$ cat config.mk
export PLATFORM = sky130hd
export DESIGN_NAME = lsu_dmem
export DESIGN_NICKNAME = d
export VERILOG_FILES = /design/src/rtl/lsu_pkg.sv /design/src/rtl/lsu_align.sv /design/src/rtl/lsu_dmem.sv
export SDC_FILE = /design/constraint.sdc
export NUM_CORES = 1
export LEC_CHECK = 0
export CORE_ASPECT_RATIO = 1.4
export CORE_MARGIN = 4
export CORE_UTILIZATION = 25
export CTS_CLUSTER_SIZE = 20
export DETAILED_ROUTE_END_ITERATION = 16
export HOLD_SLACK_MARGIN = 0.1
export PLACE_DENSITY = 0.61
export RECOVER_POWER = 50
export SLEW_MARGIN = 20
export SYNTH_ARGS = -nofsm -noshare
export SYNTH_HDL_FRONTEND = slang
export SYNTH_HIERARCHICAL = 1
export SYNTH_SLANG_ARGS = --single-unit
$ cat constraint.sdc
create_clock -name CLK -period 1.77 [get_ports CLK]
set_input_delay 0.531 -clock CLK [delete_from_list [all_inputs] [get_ports CLK]]
set_output_delay 0.531 -clock CLK [all_outputs]
set_load 0.005 [all_outputs]
$ cat src/rtl/lsu_pkg.sv
// lsu_pkg: shared encodings and access-legality helpers for the load/store unit.
package lsu_pkg;
    localparam logic [2:0] F3_B  = 3'b000;
    localparam logic [2:0] F3_H  = 3'b001;
    localparam logic [2:0] F3_W  = 3'b010;
    localparam logic [2:0] F3_BU = 3'b100;
    localparam logic [2:0] F3_HU = 3'b101;

    typedef enum logic [1:0] {ERR_OK, ERR_MISALIGN, ERR_TIMEOUT, ERR_ILLEGAL} err_t;
    typedef enum logic [1:0] {IDLE, BUSY, RESP} state_t;

    function automatic logic f3_illegal(input logic we, input logic [2:0] f3);
        return we ? (f3[2] || f3 == 3'b011) : (f3 == 3'b011 || f3[2:1] == 2'b11);
    endfunction

    function automatic logic f3_misaligned(input logic [2:0] f3, input logic [1:0] off);
        return (f3[1:0] == F3_H[1:0] && off[0]) || (f3[1:0] == F3_W[1:0] && off != 2'b00);
    endfunction
endpackage

$ cat src/rtl/lsu_align.sv
// lsu_align: store lane replication / byte enables and load lane extraction with extension.
module lsu_align
    import lsu_pkg::*;
(
    input  logic [2:0]  i_st_f3,
    input  logic [1:0]  i_st_off,
    input  logic [31:0] i_wdata,
    input  logic [2:0]  i_ld_f3,
    input  logic [1:0]  i_ld_off,
    input  logic [31:0] i_rdata,
    output logic [3:0]  o_be,
    output logic [31:0] o_wdata,
    output logic [31:0] o_rdata
);
    logic [31:0] w_shift;
    logic [7:0]  w_b;
    logic [15:0] w_h;

    always_comb begin
        o_be    = i_st_f3[1] ? 4'b1111 : i_st_f3[0] ? (i_st_off[1] ? 4'b1100 : 4'b0011) : 4'b0001 << i_st_off;
        o_wdata = i_st_f3[1] ? i_wdata : i_st_f3[0] ? {2{i_wdata[15:0]}} : {4{i_wdata[7:0]}};
        w_shift = i_rdata >> {i_ld_off, 3'b000};
        w_b     = w_shift[7:0];
        w_h     = w_shift[15:0];
        // funct3[2] marks the unsigned variants
        o_rdata = i_ld_f3[1] ? i_rdata :
                  i_ld_f3[0] ? {{16{w_h[15] & ~i_ld_f3[2]}}, w_h} : {{24{w_b[7] & ~i_ld_f3[2]}}, w_b};
    end
endmodule

$ cat src/rtl/lsu_dmem.sv
// lsu_dmem: RV32I load/store unit bridging the core datapath to a word-addressed,
// byte-enabled data memory with stall, completion pulse and error reporting.
module lsu_dmem
    import lsu_pkg::*;
#(
    parameter int DATA_SIZE = 1024,
    parameter int TIMEOUT   = 16,
    localparam int AW = $clog2(DATA_SIZE)
) (
    input  logic          CLK,
    input  logic          RESET_N,
    input  logic          req_valid,
    input  logic          req_we,
    input  logic [2:0]    funct3,
    input  logic [31:0]   addr,
    input  logic [31:0]   wdata,
    output logic          stall,
    output logic          done,
    output logic [31:0]   rdata,
    output logic [1:0]    err,
    output logic          mem_req,
    output logic          mem_we,
    output logic [AW-1:0] mem_addr,
    output logic [3:0]    mem_be,
    output logic [31:0]   mem_wdata,
    input  logic [31:0]   mem_rdata,
    input  logic          mem_ack
);
    localparam int CW = $clog2(TIMEOUT + 1);
    localparam logic [CW-1:0] LAST = CW'(TIMEOUT - 1);

    state_t        r_state, w_next;
    logic [CW-1:0] r_cnt;
    logic          r_we;
    logic [3:0]    r_be;
    logic [31:0]   r_wdata, r_rdata;
    logic [AW-1:0] r_addr;
    logic [2:0]    r_f3;
    logic [1:0]    r_off;
    err_t          r_err;
    logic          w_illegal, w_misalign, w_expire, w_unused;
    logic [3:0]    w_be;
    logic [31:0]   w_wdata, w_ld;

    assign w_illegal  = f3_illegal(req_we, funct3);
    assign w_misalign = f3_misaligned(funct3, addr[1:0]);
    assign w_expire   = r_cnt == LAST;
    assign w_unused   = ^addr[31:AW+2];
    assign mem_we     = r_we;
    assign mem_be     = r_be;
    assign mem_wdata  = r_wdata;
    assign mem_addr   = r_addr;
    assign rdata      = r_rdata;
    assign err        = r_err;

    lsu_align u_align (
        .i_st_f3 (funct3),
        .i_st_off(addr[1:0]),
        .i_wdata (wdata),
        .i_ld_f3 (r_f3),
        .i_ld_off(r_off),
        .i_rdata (mem_rdata),
        .o_be    (w_be),
        .o_wdata (w_wdata),
        .o_rdata (w_ld)
    );

    always_comb begin
        w_next  = r_state;
        stall   = 1'b0;
        done    = 1'b0;
        mem_req = 1'b0;
        case (r_state)
            IDLE: begin
                w_next = !req_valid ? IDLE : (w_illegal || w_misalign) ? RESP : BUSY;
                stall  = req_valid;
            end
            BUSY: begin
                w_next  = (mem_ack || w_expire) ? RESP : BUSY;
                stall   = 1'b1;
                mem_req = 1'b1;
            end
            default: begin
                w_next = IDLE;
                done   = 1'b1;
            end
        endcase
    end

    always_ff @(posedge CLK or negedge RESET_N) begin
        if (!RESET_N) begin
            r_state <= IDLE;
            r_cnt   <= '0;
            r_we    <= 1'b0;
            r_be    <= '0;
            r_wdata <= '0;
            r_addr  <= '0;
            r_f3    <= '0;
            r_off   <= '0;
            r_err   <= ERR_OK;
            r_rdata <= '0;
        end else begin
            r_state <= w_next;
            r_cnt   <= (r_state == BUSY && w_next == BUSY) ? r_cnt + 1'b1 : '0;
            if (r_state == IDLE && req_valid) begin
                if (w_illegal || w_misalign) begin
                    r_err   <= w_illegal ? ERR_ILLEGAL : ERR_MISALIGN;
                    r_rdata <= '0;
                end else begin
                    r_we    <= req_we;
                    r_be    <= w_be;
                    r_wdata <= w_wdata;
                    r_addr  <= addr[AW+1:2];
                    r_f3    <= funct3;
                    r_off   <= addr[1:0];
                end
            end
            // an ack on the expiry cycle still counts as success
            if (r_state == BUSY && (mem_ack || w_expire)) begin
                r_err   <= mem_ack ? ERR_OK : ERR_TIMEOUT;
                r_rdata <= (mem_ack && !r_we) ? w_ld : '0;
            end
        end
    end
endmodule

==> results_dict.tcl <==
set metrics [dict create \
    outcome "finished, violations left" \
    violations "negative setup slack" \
    root_buffer "clkbuf_16" \
    vias 4304 \
    synth_most_common_cell "dfrtp_1" \
    yosys_most_used_dff "dfrtp_1" \
    wl_per_cell_um 18.0 \
    core_region_area_um2 19900 \
    start_kind "flop" \
    postSynthCellCount 424 \
    row_count 61 \
    grt_usage_pct 14.4 \
    grt_first_pass_wirelength_mm 25.3 \
    portBuffers 167 \
    ant_nets 0 \
    num-nets-final 770 \
    grt_max_degree 45 \
    setup_viol 13 \
    start_util_pct 25.5 \
    num_antenna_cells 0 \
    path_clk_slew_ns 0.07 \
    placed_cell_area_um2 7380 \
    cts_tree "yes" \
    clock_skew_ns 0.00894 \
    path_class "flop to primary output" \
    worst_pin_slew_ns 0.875 \
    dieArea_um2 22700 \
    p_per_area_nw_per_um2 1220 \
    synth.avg_cell_area_um2 12.0 \
    async_flop_share_pct 100 \
    finalWorstSetupSlack_ns -0.0642 \
    endpoint_kind "primary output" \
    synth-seq-area-share_pct 45.7 \
    final_area_um2 7990 \
    dp_slack_ns -0.599 \
    yosysTopAreaCell "dfrtp_1" \
    gp_congestion 0.832 \
    grt_pass1_vias 4614 \
    clk_latency_ns 0.35 \
    synth_cell_types 42 \
    synthTopCellsByCount "93 x dfrtp_1, 51 x mux2_4, 42 x nand2_1" \
    antenna_found_initial 0 \
    period_share_pct 104 \
    crit_required_ns 1.24 \
    boundaryPins 188 \
    htree_levels 3 \
    drt_iter0_markers 234 \
    setup_tns_ns -0.158 \
    nFillCells 1901 \
    die_w_um 129 \
    synth-seq-cells 93 \
    area_growth_pct 57.1 \
    dpl.hpwl_mm 11.7 \
    synth_top_area_share_pct 45.7 \
    drc 0 \
    routed_wl_mm 16.6 \
    cts_made_buffers 9 \
    drv_slew 0 \
    grt.overflow.total 0 \
    dieHeight_um 177 \
    synth_area_um2 5090 \
    hold_path.class "input port to async pin" \
    synthesis.nets 530 \
    fmax_mhz 545 \
    critPathArrivalTime_ns 1.30 \
    register_area_um2 2330 \
    leakage_nw 3.90 \
    multi_input_area_um2 2550 \
    crit_fanout 2 \
    via_per_inst 4.67 \
    maxCapViolations 0 \
    min_period_ns 1.83 \
    ctsHoldBuffers 0 \
    clock-sinks 93 \
    synth_edf_count 0 \
    rsz0062_at_grt "yes" \
    first_pass_iters 4 \
    clock_path_buffers 2 \
    max-slew-margin-rel_pct 41.7 \
    fin_total_pwr_mw 9.74 \
    worst_ir_drop_vdd_uv 516 \
    yosys_warnings 6 \
    yosys-top-cells-area "dfrtp_1 46%, mux2_4 15%, a22o_1 5.5%" \
    drive_gt1_share_pct 34.2 \
    hold_viol 0 \
]
-- worst paths after layout --
path / start / end / slack, ns / cells past startpoint
worst min-delay path: RESET_N / rdata[2] / 0.29 / 1
worst max register to register: r_cnt[0] / err[1] / -0.04 / 8
min in group CLK: mem_wdata[12] / mem_wdata[12] / 0.50 / 1
max in group asynchronous: RESET_N / r_state[1] / 0.28 / 2
worst min register to register: mem_wdata[12] / mem_wdata[12] / 0.50 / 1
worst max-delay path: r_state[1] / stall / -0.06 / 4
-- layout make-up --
cell class / count / share of cell area (%)
Sequential cell: 93 / 29.1
Clock inverter: 4 / 0.704
Inverter: 7 / 0.329
Tap cell: 252 / 3.94
Multi-Input combinational cell: 286 / 32.0
Clock buffer: 12 / 3.08
Timing Repair Buffer: 267 / 30.9
-- where the power goes --
| part | switching, mW | internal (mW) | leakage (nW) |
|---|---|---|---|
| clock network | 0.867 | 1.15 | 0.147 |
| registers | 0.427 | 2.75 | 1.17 |
| logic | 1.85 | 2.70 | 2.58 |
-- kinds of logic (layout without fill, tap and decap cells) --
family | Yosys count | count (layout) | synth area share [%]
AO/OA/AOI/OAI | 100 | 101 | 16.1
AND/OR/NAND/NOR | 94 | 94 | 8.90
flip-flops | 93 | 93 | 45.7
multiplexers | 86 | 86 | 22.4
buffers and inverters | 46 | 290 | 5.83
XOR/XNOR | 3 | 3 | 0.516
adder cells (fa/ha/maj) | 2 | 2 | 0.492
-- critical path: stages, from the launching register on --
cell     delay [ns]
dfrtp_1        0.39
buf_6          0.13
nor3b_4        0.21
or2_4          0.15
buf_6          0.08
-- placed cells by master, fill, tap and decap left out, drive strengths merged, types with 3 or more instances in the layout --
master         Yosys  routed
inv                7       8
nand3b             7       7
o211a              7       7
o21ai             28      28
mux2              71      71
o31ai              8       8
and3               3       3
dfrtp             93      93
a21oi              8       8
mux2i             15      15
clkdlybuf4s15      0       3
nor2              27      27
nand2b             3       3
clkdlybuf4s25      0      20
o221a              7       7
buf               26      99
a22o              32      32
clkbuf            13      16
clkdlybuf4s50      0      78
nand2             44      44
dlygate4sd2        0      62
-- routing by layer --
layer | global-route usage, % | vias to the layer above | part of all wire [%]
li1 | - | 2007 | -
met1 | 17.1 | 2125 | 39
met2 | 25.3 | 153 | 52
met3 | 3.20 | 19 | 6.5
met4 | 4.90 | 0 | 2.0
met5 | 0 | - | 0
-- through the flow --
step / util, % / hold WS [ns] / cells
2_1_floorplan: - / 0.235 / 424
6_report: 40.1 / 0.292 / 921
4_1_cts: 39.7 / 0.150 / 911
5_1_grt: 40.1 / 0.358 / 921
3_3_place_gp: 37.1 / 0.486 / 870
3_5_place_dp: 37.1 / 0.492 / 870
-- flip-flops by register name, summed over array words and instances (netlist names) --
register and flops:
mem_we 1, r_off 2, r_state 2, r_cnt 5
mem_be 4, mem_addr 10, r_f3 3, rdata 32
mem_wdata 32, err 2
-- repair_timing --
item / 4_1_cts / 5_1_grt
pin swaps: 6 / 40
gates resized for setup: 98 / 34
buffers inserted: 23 / 11
gates cloned: 3 / 1
setup endpoints to repair: 146 / 58
(Power assumes the default switching activity.)
